`src/rtl/rr_arb8_pkg.sv`:
```
// Shared definitions for the 8-way round-robin arbiter: state encoding,
// requester count and the index-to-one-hot helper.
package rr_arb8_pkg;

  localparam int NREQ = 8;

  typedef enum logic [1:0] {
    IDLE  = 2'd0,
    GRANT = 2'd1,
    GAP   = 2'd2
  } state_t;

  // Convert a 3-bit requester index into its one-hot grant vector.
  function automatic logic [NREQ-1:0] id_to_onehot(input logic [2:0] id);
    return 8'd1 << id;
  endfunction

endpackage

```
`src/rtl/rr_arb8_prio_enc8.sv`:
```
// 8-to-3 priority encoder: reports the index of the highest set input bit.
module prio_enc8 (
  input  logic [7:0] in,
  output logic [2:0] out,
  output logic       valid
);

  // Ascending scan so the last (highest) set bit wins.
  always_comb begin
    out   = 3'd0;
    valid = |in;
    for (int i = 0; i < 8; i++) begin
      out = in[i] ? 3'(i) : out;
    end
  end

endmodule

```
`src/rtl/rr_arb8.sv`:
```
// 8-requester round-robin arbiter with a bounded hold time per grant and a
// one-cycle gap between owners. All outputs come straight from flops.
module rr_arb8
  import rr_arb8_pkg::*;
#(
  parameter int unsigned MAX_HOLD = 16
) (
  input  logic            clk,
  input  logic            rst_n,
  input  logic [NREQ-1:0] req,
  input  logic            done,
  output logic [NREQ-1:0] gnt,
  output logic [2:0]      gnt_id,
  output logic            gnt_valid,
  output logic            timeout
);

  localparam logic [7:0] HOLD_LIM = 8'(MAX_HOLD - 1);

  state_t          state_r, state_s;
  logic [NREQ-1:0] gnt_r, gnt_s;
  logic [2:0]      gnt_id_r, gnt_id_s;
  logic            gnt_valid_r, gnt_valid_s;
  logic            timeout_r, timeout_s;
  logic [7:0]      hold_cnt_r, hold_cnt_s;
  logic [2:0]      last_id_r, last_id_s;

  logic [NREQ-1:0] mask_s;
  logic [NREQ-1:0] masked_s;
  logic [2:0]      masked_id_s;
  logic            masked_vld_s;
  logic [2:0]      any_id_s;
  logic            any_vld_s;
  logic [2:0]      winner_s;

  // Only requesters below the previous owner are eligible in the first pass;
  // last_id of zero empties the mask so bit 7 is favoured.
  always_comb begin
    mask_s   = (8'd1 << last_id_r) - 8'd1;
    masked_s = req & mask_s;
    winner_s = masked_vld_s ? masked_id_s : any_id_s;
  end

  prio_enc8 u_enc_masked (
    .in    (masked_s),
    .out   (masked_id_s),
    .valid (masked_vld_s)
  );

  prio_enc8 u_enc_any (
    .in    (req),
    .out   (any_id_s),
    .valid (any_vld_s)
  );

  // Next-state and next-output decode for the IDLE/GRANT/GAP controller.
  always_comb begin
    state_s    = state_r;
    gnt_s      = gnt_r;
    gnt_id_s   = gnt_id_r;
    hold_cnt_s = hold_cnt_r;
    last_id_s  = last_id_r;
    timeout_s  = 1'b0;
    case (state_r)
      IDLE, GAP: begin
        if (any_vld_s) begin
          state_s    = GRANT;
          gnt_s      = id_to_onehot(winner_s);
          gnt_id_s   = winner_s;
          hold_cnt_s = 8'd0;
        end else begin
          state_s = IDLE;
          gnt_s   = 8'h00;
        end
      end
      GRANT: begin
        if (done || !req[gnt_id_r]) begin
          state_s   = GAP;
          gnt_s     = 8'h00;
          last_id_s = gnt_id_r;
        end else if (hold_cnt_r == HOLD_LIM) begin
          state_s   = GAP;
          gnt_s     = 8'h00;
          last_id_s = gnt_id_r;
          timeout_s = 1'b1;
        end else begin
          hold_cnt_s = (hold_cnt_r == 8'hFF) ? hold_cnt_r : hold_cnt_r + 8'd1;
        end
      end
      default: begin
        state_s    = IDLE;
        gnt_s      = 8'h00;
        gnt_id_s   = 3'd0;
        hold_cnt_s = 8'd0;
      end
    endcase
    gnt_valid_s = (state_s == GRANT);
  end

  // State and output registers; reset drops the grant immediately.
  always_ff @(posedge clk or negedge rst_n) begin
    if (!rst_n) begin
      state_r     <= IDLE;
      gnt_r       <= 8'h00;
      gnt_id_r    <= 3'd0;
      gnt_valid_r <= 1'b0;
      timeout_r   <= 1'b0;
      hold_cnt_r  <= 8'd0;
      last_id_r   <= 3'd0;
    end else begin
      state_r     <= state_s;
      gnt_r       <= gnt_s;
      gnt_id_r    <= gnt_id_s;
      gnt_valid_r <= gnt_valid_s;
      timeout_r   <= timeout_s;
      hold_cnt_r  <= hold_cnt_s;
      last_id_r   <= last_id_s;
    end
  end

  assign gnt       = gnt_r;
  assign gnt_id    = gnt_id_r;
  assign gnt_valid = gnt_valid_r;
  assign timeout   = timeout_r;

endmodule

```
`config.mk`:
```
export PLATFORM = sky130hd
export DESIGN_NAME = rr_arb8
export DESIGN_NICKNAME = d
export VERILOG_FILES = /design/src/rtl/rr_arb8_pkg.sv /design/src/rtl/rr_arb8_prio_enc8.sv /design/src/rtl/rr_arb8.sv
export SDC_FILE = /design/constraint.sdc
export NUM_CORES = 1
export LEC_CHECK = 0
export ABC_AREA = 0
export BUFFER_PORTS_ARGS = -buffer_cell sky130_fd_sc_hd__buf_4
export CAP_MARGIN = 30
export CORE_MARGIN = 8
export CORE_UTILIZATION = 25
export DETAILED_ROUTE_END_ITERATION = 12
export GPL_TIMING_DRIVEN = 0
export HOLD_SLACK_MARGIN = 0.02
export PLACE_DENSITY_LB_ADDON = 0.25
export SLEW_MARGIN = 20
export SYNTH_ARGS = -nofsm -noshare
export SYNTH_HDL_FRONTEND = slang
export SYNTH_SLANG_ARGS = --single-unit
```
`constraint.sdc`:
```
create_clock -name clk -period 2.31 [get_ports clk]
set_input_delay 0.462 -clock clk [delete_from_list [all_inputs] [get_ports clk]]
set_output_delay 0.462 -clock clk [all_outputs]
set_load 0.02 [all_outputs]
```
==> results of run 1 <==
layout by cell type (no fill, tap or decap), types with 2 or more instances in the layout:
cell type / instances
sky130_fd_sc_hd__dfrtp_1: 26
sky130_fd_sc_hd__buf_4: 22
sky130_fd_sc_hd__nand2_1: 13
sky130_fd_sc_hd__inv_1: 10
sky130_fd_sc_hd__nand3_1: 8
sky130_fd_sc_hd__o21ai_0: 7
sky130_fd_sc_hd__a21oi_1: 6
sky130_fd_sc_hd__nor2_1: 5
sky130_fd_sc_hd__o32ai_1: 5
sky130_fd_sc_hd__nand2b_1: 4
sky130_fd_sc_hd__o31ai_1: 4
sky130_fd_sc_hd__a32o_1: 4
sky130_fd_sc_hd__buf_2: 3
sky130_fd_sc_hd__a31oi_1: 3
sky130_fd_sc_hd__nor3_1: 3
sky130_fd_sc_hd__nand4_1: 3
sky130_fd_sc_hd__mux2_2: 3
sky130_fd_sc_hd__clkbuf_8: 3
sky130_fd_sc_hd__or4_1: 2
sky130_fd_sc_hd__mux2i_1: 2
sky130_fd_sc_hd__nor2b_1: 2
sky130_fd_sc_hd__clkbuf_1: 2
sky130_fd_sc_hd__a211oi_1: 2
sky130_fd_sc_hd__or2_2: 2
sky130_fd_sc_hd__and3_1: 2
sky130_fd_sc_hd__o21a_1: 2
metal layers:
layer / part of all wire [%] / wire [µm] / vias up / global-route usage, %
li1: - / - / 618 / -
met1: 51 / 1850 / 617 / 12.2
met2: 46 / 1690 / 19 / 14.2
met3: 3.2 / 117 / 0 / 2.72
met4: 0 / 0 / 0 / 0.537
met5: 0 / 0 / - / 0
report_power, final:
| group | switching, W | leakage [nW] | internal [W] |
|---|---|---|---|
| Combinational | 0.000662 | 0.389 | 0.000472 |
| Sequential | 0.000106 | 0.346 | 0.000590 |
| Clock | 0.000147 | 0.0357 | 0.000232 |
| Total | 0.000915 | 0.771 | 0.00129 |
cell families after synthesis:
group	Yosys count
XOR/XNOR	1
flip-flops	26
buffers and inverters	15
AND/OR/NAND/NOR	53
AO/OA/AOI/OAI	47
adder cells (fa/ha/maj)	1
multiplexers	6
worst max path at each step:
| stage | startpoint | end | slack (ns) | depth (start not counted) |
|---|---|---|---|---|
| floorplan | gnt_id[2] | last_id_r[0] | 0.22 | 5 |
| finish | gnt_id[2] | last_id_r[0] | 0.18 | 5 |
| global placement | req[4] | hold_cnt_r[2] | 0.04 | 7 |
| detailed placement | req[4] | hold_cnt_r[4] | 0.04 | 7 |
| global route | gnt_id[2] | last_id_r[0] | 0.09 | 5 |
| CTS | gnt_id[2] | last_id_r[0] | 0.17 | 5 |
stage by stage:
step,cells,area [µm²],power [W]
finish,250,1830,0.00221
global route,250,1830,0.00240
CTS,250,1820,0.00221
detailed placement,246,1750,0.00182
global placement,246,1750,0.00182
floorplan,149,1490,0.00147
final cells by class:
type	count	area (µm²)	share of cell area [%]
Buffer	5	22.5	1.23
Timing Repair Buffer	22	165	9.02
Inverter	10	37.5	2.05
Clock buffer	3	41.3	2.25
Multi-Input combinational cell	108	791	43.2
Sequential cell	26	651	35.5
Clock inverter	1	30.0	1.64
Tap cell	75	93.8	5.12
what timing repair did:
action | 4_1_cts | 5_1_grt
endpoints found under the hold margin | 0 | 0
resized for setup | 0 | 1
hold buffers | 0 | 0
endpoints found under the setup margin | 0 | 2
sequential cells by signal, indices dropped and copies added, names as in the netlist:
register and count:
gnt 8, gnt_id 3, gnt_valid 1, hold_cnt_r 8, last_id_r 3, state_r 2
timeout 1
cells in the mapped netlist, types with 2 or more instances:
master | instances | area [µm²]
sky130_fd_sc_hd__a211oi_1 | 2 | 15.0
sky130_fd_sc_hd__a21oi_1 | 6 | 30.0
sky130_fd_sc_hd__a31oi_1 | 3 | 18.8
sky130_fd_sc_hd__a32o_1 | 4 | 40.0
sky130_fd_sc_hd__and3_1 | 2 | 12.5
sky130_fd_sc_hd__buf_2 | 3 | 15.0
sky130_fd_sc_hd__clkbuf_1 | 2 | 7.51
sky130_fd_sc_hd__dfrtp_1 | 26 | 651
sky130_fd_sc_hd__inv_1 | 10 | 37.5
sky130_fd_sc_hd__mux2_2 | 3 | 33.8
sky130_fd_sc_hd__mux2i_1 | 2 | 20.0
sky130_fd_sc_hd__nand2_1 | 13 | 48.8
sky130_fd_sc_hd__nand2b_1 | 4 | 25.0
sky130_fd_sc_hd__nand3_1 | 8 | 40.0
sky130_fd_sc_hd__nand4_1 | 3 | 18.8
sky130_fd_sc_hd__nor2_1 | 5 | 18.8
sky130_fd_sc_hd__nor2b_1 | 2 | 12.5
sky130_fd_sc_hd__nor3_1 | 3 | 15.0
sky130_fd_sc_hd__o21a_1 | 2 | 15.0
sky130_fd_sc_hd__o21ai_0 | 7 | 35.0
sky130_fd_sc_hd__o31ai_1 | 4 | 30.0
sky130_fd_sc_hd__o32ai_1 | 5 | 43.8
sky130_fd_sc_hd__or2_2 | 2 | 12.5
sky130_fd_sc_hd__or4_1 | 2 | 15.0
==> out/results.md, run 1 <==
## Flow run
- **maximum capacitance violations** 0

## Clock tree
- **clock latency at the later pin of the worst-skew pair** 0.27 ns
- **clock-pin transition on the worst setup and hold timing paths** 0.09 ns
- **Clock Root Buffer** sky130_fd_sc_hd__clkbuf_8
- **cts bufs inserted** 3
- **H-tree levels** 1
- **Setup Buffers After CTS** 0
- **clock sink total** 26
- **number of buffers between clock root and the deepest sink** 2
- **TritonCTS clock tree** built

## Floorplanning
- **Initial Util** 25.5%
- **placeable core area** 0.00585 mm²
- **boundary pin count** 24
- **Cell Rows** 28
- **Die X** 93.3 µm
- **floorplan die area** 0.00870 mm²
- **chip height** 93.3 µm

## STA
- **Final Slew Violations** 0
- **worst slack on hold paths** 0.0812 ns
- **setup skew after layout** 0.00194 ns
- **worst relative slew slack** 65.9%
- **final worst path period need** 2.13 ns
- **number of setup violations in the final report** 0
- **top achievable clock speed** 470 MHz
- **Worst-Margin Slew** 0.509 ns
- **post-route worst setup slack** 0.183 ns
- **Hold Vio Cnt, Final** 0
- **total negative slack** 0 ns
- **post-route clock period utilization** 92.1%
- **RSZ-0062 raised after global routing** false

## Cells and area
- **count of antenna diodes in the layout** 0
- **number of nets in the layout** 188
- **post-route core utilization** 31.3%
- **count of fill cells added during filler insertion** 606
- **Layout area overhead** 22.6%
- **ratio of cells with drive above 1 in the final layout** 24.6%

## Synth
- **Post-Synth XOR/XNOR Area** 0.586%
- **Compound-Gate Fraction of Synth Area** 25.0%
- **proportion of register bits with asynchronous set or reset after synthesis** 100%
- **Mapped Area** 0.00149 mm²
- **count of state elements after synthesis** 26
- **adder-cell area share of the yosys netlist** 0.838%
- **Syn Area/Cell** 10.0 µm²
- **Primary FF master, synth** sky130_fd_sc_hd__dfrtp_1
- **simple-gate share of the synthesized area** 20.6%
- **post-synthesis net count** 161
- **Yosys warning total** 0
- **Cells after Synth** 149
- **share of the yosys chip area belonging to registers** 43.6%
- **mux cell area share after synthesis** 5.36%
- **dominant combinational cell family by area after synthesis** compound AO/OA/AOI/OAI gates
- **number of flops mapped to enable cells by yosys** 0
- **unique cell type count in the Yosys netlist** 50

## Worst setup path
- **endpoint kind of the worst setup timing path** register
- **crit path cell chain** mux4_1, a2bb2oi_4, and2_4, a21oi_4, mux2_2
- **critical path's slowest cell** sky130_fd_sc_hd__mux4_1
- **worst reg2reg path depth** 5
- **crit-path leading delay family** multiplexers
- **reg-to-reg endpoint** last_id_r[0]
- **launch point of the worst reg-to-reg path** gnt_id[2]
- **startpoint-to-endpoint class of the critical path** reg -> reg
- **worst setup slack for register-to-register paths** 0.18 ns
- **required time at the endpoint of the critical path** 2.47 ns
- **kind of launch point of the worst setup path** register
- **CP Data Arrival Time** 2.29 ns
- **number of buffers and inverters on the critical path** 0
- **delay of the slowest critical-path stage** 0.64 ns
- **crit path max fanout** 6

## GRT
- **vias in the first global route** 1312
- **total gr overflow** 0
- **largest net degree at the start of global routing** 27
- **wire length of the first global-routing pass** 6450 µm
- **total routing usage reported by global routing** 8.99%
- **antenna violations before repair** 0

## Detailed routing
- **routed via count divided by cell count** 5.02
- **number of DRC markers after the initial detailed-route iteration** 44
- **average routed wire per standard cell** 14.6 µm
- **total number of vias** 1254
- **number of iterations in the first detailed-routing pass** 4
- **Detailed Route WL** 3660 µm
- **DRC** 0
- **count of antenna-violating nets left after detailed routing** 0

## Place
- **port bufs** 22
- **weighted congestion at the end of routability-driven global placement** 0.758
- **HPWL after DPL** 2730 µm
- **pre-CTS setup slack** 0.0412 ns

## Run status
- **outcome** completed

## Min path
- **hold crit path type** in -> async

## Power
- **Power per Cell Area** 1210 mW/mm²
- **Leak Pwr** 0.771 nW
- **worst IR drop on VDD** 674 µV

(Power assumes the default switching activity.)
==> inputs of run 2 (changes only) <==
Settings changed: CORE_ASPECT_RATIO set to 2.
Clock period 2.31 ns to 2.49 ns, I/O delays scaled along.
==> run 2 against run 1 <==
Clock power is 7.9% lower. Setup slack better by 0.18 ns. First-iteration DRC count grew 50%. Fmax barely moved. Highest routed layer is now met4. Non-clock buffer count did not move. Die area is 1.7% higher.
==> out/results.md, run 2 (synthesized netlist as in run 1, its figures left out) <==
## Cells and area
- **commonest cells after routing, fill and taps aside** 26 x sky130_fd_sc_hd__dfrtp_1, 22 x sky130_fd_sc_hd__buf_4, 13 x sky130_fd_sc_hd__nand2_1, 10 x sky130_fd_sc_hd__inv_1, 8 x sky130_fd_sc_hd__nand3_1
- **most common library cell in the layout ignoring fill and taps** sky130_fd_sc_hd__dfrtp_1
- **post-route core utilization** 30.7%, -0.61 points
- **number of nets in the layout** 188, unchanged
- **Non-Filler Cell Area, Final** 0.00181 mm², -1.0%
- **count of antenna diodes in the layout** 0, unchanged
- **Layout area overhead** 21.4%
- **ratio of cells with drive above 1 in the final layout** 24.1%, -0.43 points

## Clock tree
- **count of instances resized after the clock tree is built** 0, unchanged
- **Clock Root Buffer** sky130_fd_sc_hd__clkbuf_16
- **TritonCTS clock tree** built
- **clock-pin transition on the worst setup and hold timing paths** 0.06 ns, -0.03 ns
- **number of buffers between clock root and the deepest sink** 2, unchanged
- **Setup Buffers After CTS** 0, unchanged
- **cts bufs inserted** 3, unchanged
- **clock sink total** 26, unchanged
- **H-tree levels** 1, unchanged
- **clock latency at the later pin of the worst-skew pair** 0.26 ns, about the same
- **Post-CTS Hold Fix Bufs** 0, unchanged

## Detailed routing
- **average routed wire per standard cell** 15.2 µm, +3.7%
- **DRC** 0, unchanged
- **Detailed Route WL** 3600 µm, -1.7%
- **total number of vias** 1272, +1.4%
- **routed via count divided by cell count** 5.37, +7.0%
- **count of antenna-violating nets left after detailed routing** 0, unchanged
- **number of DRC markers after the initial detailed-route iteration** 66, +50%
- **number of iterations in the first detailed-routing pass** 4, unchanged

## Worst setup path
- **kind of launch point of the worst setup path** register
- **startpoint-to-endpoint class of the critical path** reg -> reg
- **delay of the slowest critical-path stage** 0.64 ns, about the same
- **CP Data Arrival Time** 2.27 ns, -0.02 ns
- **crit path cell chain** mux4_1, a2bb2oi_4, and2_4, a21oi_4, mux2_2
- **required time at the endpoint of the critical path** 2.63 ns, +0.16 ns
- **critical path's slowest cell** sky130_fd_sc_hd__mux4_1
- **crit path max fanout** 6, unchanged
- **endpoint kind of the worst setup timing path** register

## STA
- **worst relative slew slack** 60.7%, -5.2 points
- **final worst path period need** 2.13 ns, +0.000899 ns
- **setup skew after layout** 0.00545 ns, +0.00350 ns
- **top achievable clock speed** 470 MHz, about the same
- **post-route clock period utilization** 85.5%, -6.6 points
- **total negative slack** 0 ns, unchanged
- **Final Slew Violations** 0, unchanged
- **number of setup violations in the final report** 0, unchanged
- **Worst-Margin Slew** 0.588 ns, +0.0786 ns
- **Hold Vio Cnt, Final** 0, unchanged
- **RSZ-0062 raised after global routing** false

## Floorplanning
- **Cell Rows** 40, +43%
- **Die X** 70.7 µm, -24%
- **floorplan die area** 0.00886 mm², +1.7%
- **chip height** 125 µm, +34%
- **boundary pin count** 24, unchanged
- **placeable core area** 0.00591 mm², +0.94%
- **Initial Util** 25.3%, -0.24 points

## GRT
- **total gr overflow** 0, unchanged
- **total routing usage reported by global routing** 8.43%, -0.56 points
- **wire length of the first global-routing pass** 6130 µm, -5.0%
- **antenna violations before repair** 0, unchanged
- **largest net degree at the start of global routing** 27, unchanged
- **vias in the first global route** 1286, -2.0%

## Power
- **switching pwr** 0.000834 W, -8.8%
- **cell internal power dissipation** 0.00119 W, -8.0%
- **combinational group share of total power** 50.8%, -0.6 points
- **worst IR drop on VDD** 428 µV, -37%
- **Power per Cell Area** 1120 mW/mm², -7.4%
- **Leak Pwr** 0.771 nW, about the same
- **switching part of the total** 41.2%, -0.23 points
- **Clk network pwr share** 17.2%, about the same
- **share of power burned in registers** 32.0%, +0.5 points

## Place
- **HPWL after DPL** 2720 µm, -0.44%
- **port bufs** 22, unchanged
- **weighted congestion at the end of routability-driven global placement** 0.789, +4.1%
- **Placement Cell Area** 0.00174 mm², -0.86%

## Min path
- **hold crit path type** in -> async

## Flow run
- **maximum capacitance violations** 0, unchanged

## Run status
- **outcome** completed

[run 2: cell count changes in the layout (fill, tap and decap cells not counted), sizes merged]
cell / delta
bufinv: -1
[run 2: worst paths after layout]
kind,startpoint,to,slack (ns),depth (start not counted)
hold / removal,rst_n,hold_cnt_r[2],0.14,1
setup reg to reg,gnt_id[2],last_id_r[1],0.36,5
max in group asynchronous,rst_n,state_r[0],2.10,1
setup / recovery,gnt_id[2],last_id_r[1],0.36,5
hold reg to reg,gnt[0],gnt[0],0.50,1
min in group clk,gnt[0],gnt[0],0.50,1
[run 2: area by class of cell]
cell class | instances | area (µm²)
fillers | 621 | 4090
plain buffers | 5 | 22.5
well taps | 63 | 78.8
inverters | 10 | 37.5
repair buffers | 22 | 165
flip-flops and latches | 26 | 651
clock buffers | 3 | 75.1
multi-input cells | 108 | 783
[run 2: critical path: cells and delay by family (launching register included)]
| family | cells | cell delay (ns) |
|---|---|---|
| muxes | 2 | 1.00 |
| DFF | 1 | 0.47 |
| AOI/OAI and AO/OA | 2 | 0.38 |
| and+or+nand+nor | 1 | 0.17 |
[run 2: power by group through the flow]
| stage | clock network, W | registers, W | logic, W |
|---|---|---|---|
| 3_5_place_dp | 0 | 0.000651 | 0.00104 |
| 6_report | 0.000349 | 0.000647 | 0.00103 |
| 4_1_cts | 0.000366 | 0.000648 | 0.00104 |
| 3_3_place_gp | 0 | 0.000653 | 0.00103 |
| 5_1_grt | 0.000383 | 0.000666 | 0.00112 |
| 2_1_floorplan | 0 | 0.000730 | 0.000630 |
[run 2: through the flow]
stage	power (W)	setup WS (ns)	instances	hold WS (ns)
after global placement	0.00168	0.163	234	0.427
after global routing	0.00217	0.214	237	0.157
after detailed placement	0.00169	0.144	234	0.431
after CTS	0.00206	0.340	237	0.147
after floorplan	0.00136	0.395	149	0.202
final	0.00202	0.362	237	0.139
[run 2: routing by layer]
| metal | vias up | wire length (µm) | global-route usage [%] |
|---|---|---|---|
| met5 | - | 0 | 0 |
| met3 | 6 | 165 | 2.08 |
| met1 | 612 | 1730 | 10.5 |
| met4 | 0 | 63 | 4.45 |
| li1 | 621 | - | - |
| met2 | 33 | 1640 | 12.9 |
==> inputs of run 3 (changes only) <==
Settings changed: CORE_UTILIZATION 25 to 40.
==> run 3 against run 2 <==
Clock skew down 0.00068 ns. Setup slack worse by 0.016 ns. Combinational power about the same. Die area is 32% lower. Hold slack got worse by 0.028 ns. Largest power group unchanged. Fmax shrank 0.77%. Utilization is 19 points higher. Clock power is 21% lower. Clock-buffer cell count up 1.
==> out/results.md, run 3 (synthesized netlist as in run 1, its figures left out) <==
## Run status
- **outcome** completed

## Min path
- **hold crit path type** in -> async

## Floorplanning
- **placeable core area** 0.00361 mm², -39%
- **floorplan die area** 0.00607 mm², -32%
- **Cell Rows** 31, -23%
- **chip height** 102 µm, -18%
- **Die X** 59.2 µm, -16%
- **Initial Util** 41.4%, +16 points
- **boundary pin count** 24, unchanged

## Clock tree
- **cts bufs inserted** 3, unchanged
- **number of buffers between clock root and the deepest sink** 2, unchanged
- **H-tree levels** 1, unchanged
- **TritonCTS clock tree** built
- **Clock Root Buffer** sky130_fd_sc_hd__clkbuf_8
- **Post-CTS Hold Fix Bufs** 0, unchanged
- **clock sink total** 26, unchanged
- **Setup Buffers After CTS** 0, unchanged
- **count of instances resized after the clock tree is built** 0, unchanged
- **clock latency at the later pin of the worst-skew pair** 0.27 ns, about the same
- **clock-pin transition on the worst setup and hold timing paths** 0.09 ns, +0.03 ns

## Cells and area
- **Layout area overhead** 18.8%
- **multi-input gate area in the final layout** 783 µm², unchanged
- **count of fill cells added during filler insertion** 365, -41%
- **most common library cell in the layout ignoring fill and taps** sky130_fd_sc_hd__dfrtp_1
- **post-route core utilization** 49.2%, +19 points
- **ratio of cells with drive above 1 in the final layout** 24.6%, +0.43 points
- **count of antenna diodes in the layout** 0, unchanged
- **commonest cells after routing, fill and taps aside** 26 x sky130_fd_sc_hd__dfrtp_1, 22 x sky130_fd_sc_hd__buf_4, 13 x sky130_fd_sc_hd__nand2_1, 10 x sky130_fd_sc_hd__inv_1, 8 x sky130_fd_sc_hd__nand3_1
- **sequential cell area** 651 µm², unchanged
- **number of nets in the layout** 188, unchanged

## Power
- **worst IR drop on VDD** 588 µV, +37%
- **cell internal power dissipation** 0.00112 W, -6.1%
- **final total power** 0.00198 W, -2.1%
- **switching pwr** 0.000863 W, +3.5%
- **Leak Pwr** 0.762 nW, -1.1%
- **Clk network pwr share** 13.9%, -3.3 points
- **share of power burned in registers** 32.6%, +0.6 points
- **combinational group share of total power** 53.5%, +2.7 points
- **switching part of the total** 43.6%, +2.4 points
- **Power per Cell Area** 1120 mW/mm², about the same

## Worst setup path
- **startpoint-to-endpoint class of the critical path** reg -> reg
- **kind of launch point of the worst setup path** register
- **crit path cell chain** clkbuf_1, a211oi_1, o22ai_1, nor2b_1, a211oi_2, o32ai_1
- **required time at the endpoint of the critical path** 2.62 ns, about the same
- **crit-path leading delay family** compound AO/OA/AOI/OAI gates
- **number of buffers and inverters on the critical path** 1, +1
- **source of the critical timing path** last_id_r[0]
- **delay of the slowest critical-path stage** 0.58 ns, -0.06 ns
- **crit path max fanout** 9, +3
- **launch point of the worst reg-to-reg path** last_id_r[0]
- **CP Data Arrival Time** 2.28 ns, about the same
- **critical path's slowest cell** sky130_fd_sc_hd__a211oi_2
- **endpoint kind of the worst setup timing path** register

## STA
- **final worst path period need** 2.14 ns, +0.0165 ns
- **worst relative slew slack** 58.5%, -2.2 points
- **top achievable clock speed** 466 MHz, -0.77%
- **total negative slack** 0 ns, unchanged
- **number of setup violations in the final report** 0, unchanged
- **Worst-Margin Slew** 0.621 ns, +0.0337 ns
- **Final Slew Violations** 0, unchanged
- **setup skew after layout** 0.00477 ns, -0.000679 ns
- **Hold Vio Cnt, Final** 0, unchanged
- **RSZ-0062 raised after global routing** false
- **post-route clock period utilization** 86.1%, +0.66 points

## GRT
- **antenna violations before repair** 0, unchanged
- **largest net degree at the start of global routing** 27, unchanged
- **total routing usage reported by global routing** 13.7%, +5.3 points
- **vias in the first global route** 1402, +9.0%
- **wire length of the first global-routing pass** 6530 µm, +6.6%
- **total gr overflow** 0, unchanged

## Detailed routing
- **total number of vias** 1328, +4.4%
- **number of iterations in the first detailed-routing pass** 4, unchanged
- **count of antenna-violating nets left after detailed routing** 0, unchanged
- **Detailed Route WL** 3780 µm, +5.0%
- **DRC** 0, unchanged
- **average routed wire per standard cell** 16.9 µm, +11%
- **routed via count divided by cell count** 5.93, +10%
- **number of DRC markers after the initial detailed-route iteration** 40, -39%

## Place
- **weighted congestion at the end of routability-driven global placement** 0.854, +8.2%
- **HPWL after DPL** 2960 µm, +9.1%
- **port bufs** 22, unchanged

## Flow run
- **maximum capacitance violations** 0, unchanged

[run 3: worst reg2reg max path, cell delays in order (launching register included)]
cell	delay (ns)
sky130_fd_sc_hd__dfrtp_1	0.34
sky130_fd_sc_hd__clkbuf_1	0.30
sky130_fd_sc_hd__a211oi_1	0.19
sky130_fd_sc_hd__o22ai_1	0.29
sky130_fd_sc_hd__nor2b_1	0.11
sky130_fd_sc_hd__a211oi_2	0.58
sky130_fd_sc_hd__o32ai_1	0.20
[run 3: power by group through the flow]
stage,Sequential [W],Clock (W),Combinational (W)
after global routing,0.000666,0.000294,0.00115
final,0.000646,0.000276,0.00106
after detailed placement,0.000654,0,0.00106
after floorplan,0.000730,0,0.000630
after CTS,0.000647,0.000282,0.00106
after global placement,0.000649,0,0.00102
[run 3: area by class of cell]
type | instances | area share, %
multi-input combinational | 108 | 44.1
tap | 49 | 3.45
inverter | 10 | 2.11
buffer | 5 | 1.27
clock buffer | 4 | 3.10
timing repair buffer | 22 | 9.30
sequential | 26 | 36.6
[run 3: per-layer routing]
layer	wire length (µm)	part of all wire (%)	GRT usage (%)	up-vias
li1	-	-	-	617
met1	1360	36	13.3	650
met5	0	0	0	-
met2	2140	57	25.8	46
met3	115	3.0	1.77	15
met4	162	4.3	8.35	0
[run 3: final timing paths]
path | end | depth (start not counted) | slack (ns)
max in group asynchronous | state_r[0] | 1 | 2.12
min | hold_cnt_r[3] | 1 | 0.11
max reg2reg | gnt[7] | 6 | 0.35
max | gnt[7] | 6 | 0.35
min reg2reg | gnt[2] | 1 | 0.50
min in group clk | gnt[2] | 1 | 0.50
[run 3: per-stage QoR]
| stage | setup WS, ns | hold slack (ns) | cells | area, µm² |
|---|---|---|---|---|
| after floorplan | 0.395 | 0.202 | 149 | 1490 |
| after global placement | 0.277 | 0.417 | 220 | 1720 |
| after detailed placement | 0.249 | 0.427 | 220 | 1720 |
| after CTS | 0.353 | 0.124 | 224 | 1780 |
| after global routing | 0.194 | 0.140 | 224 | 1780 |
| final | 0.345 | 0.111 | 224 | 1780 |
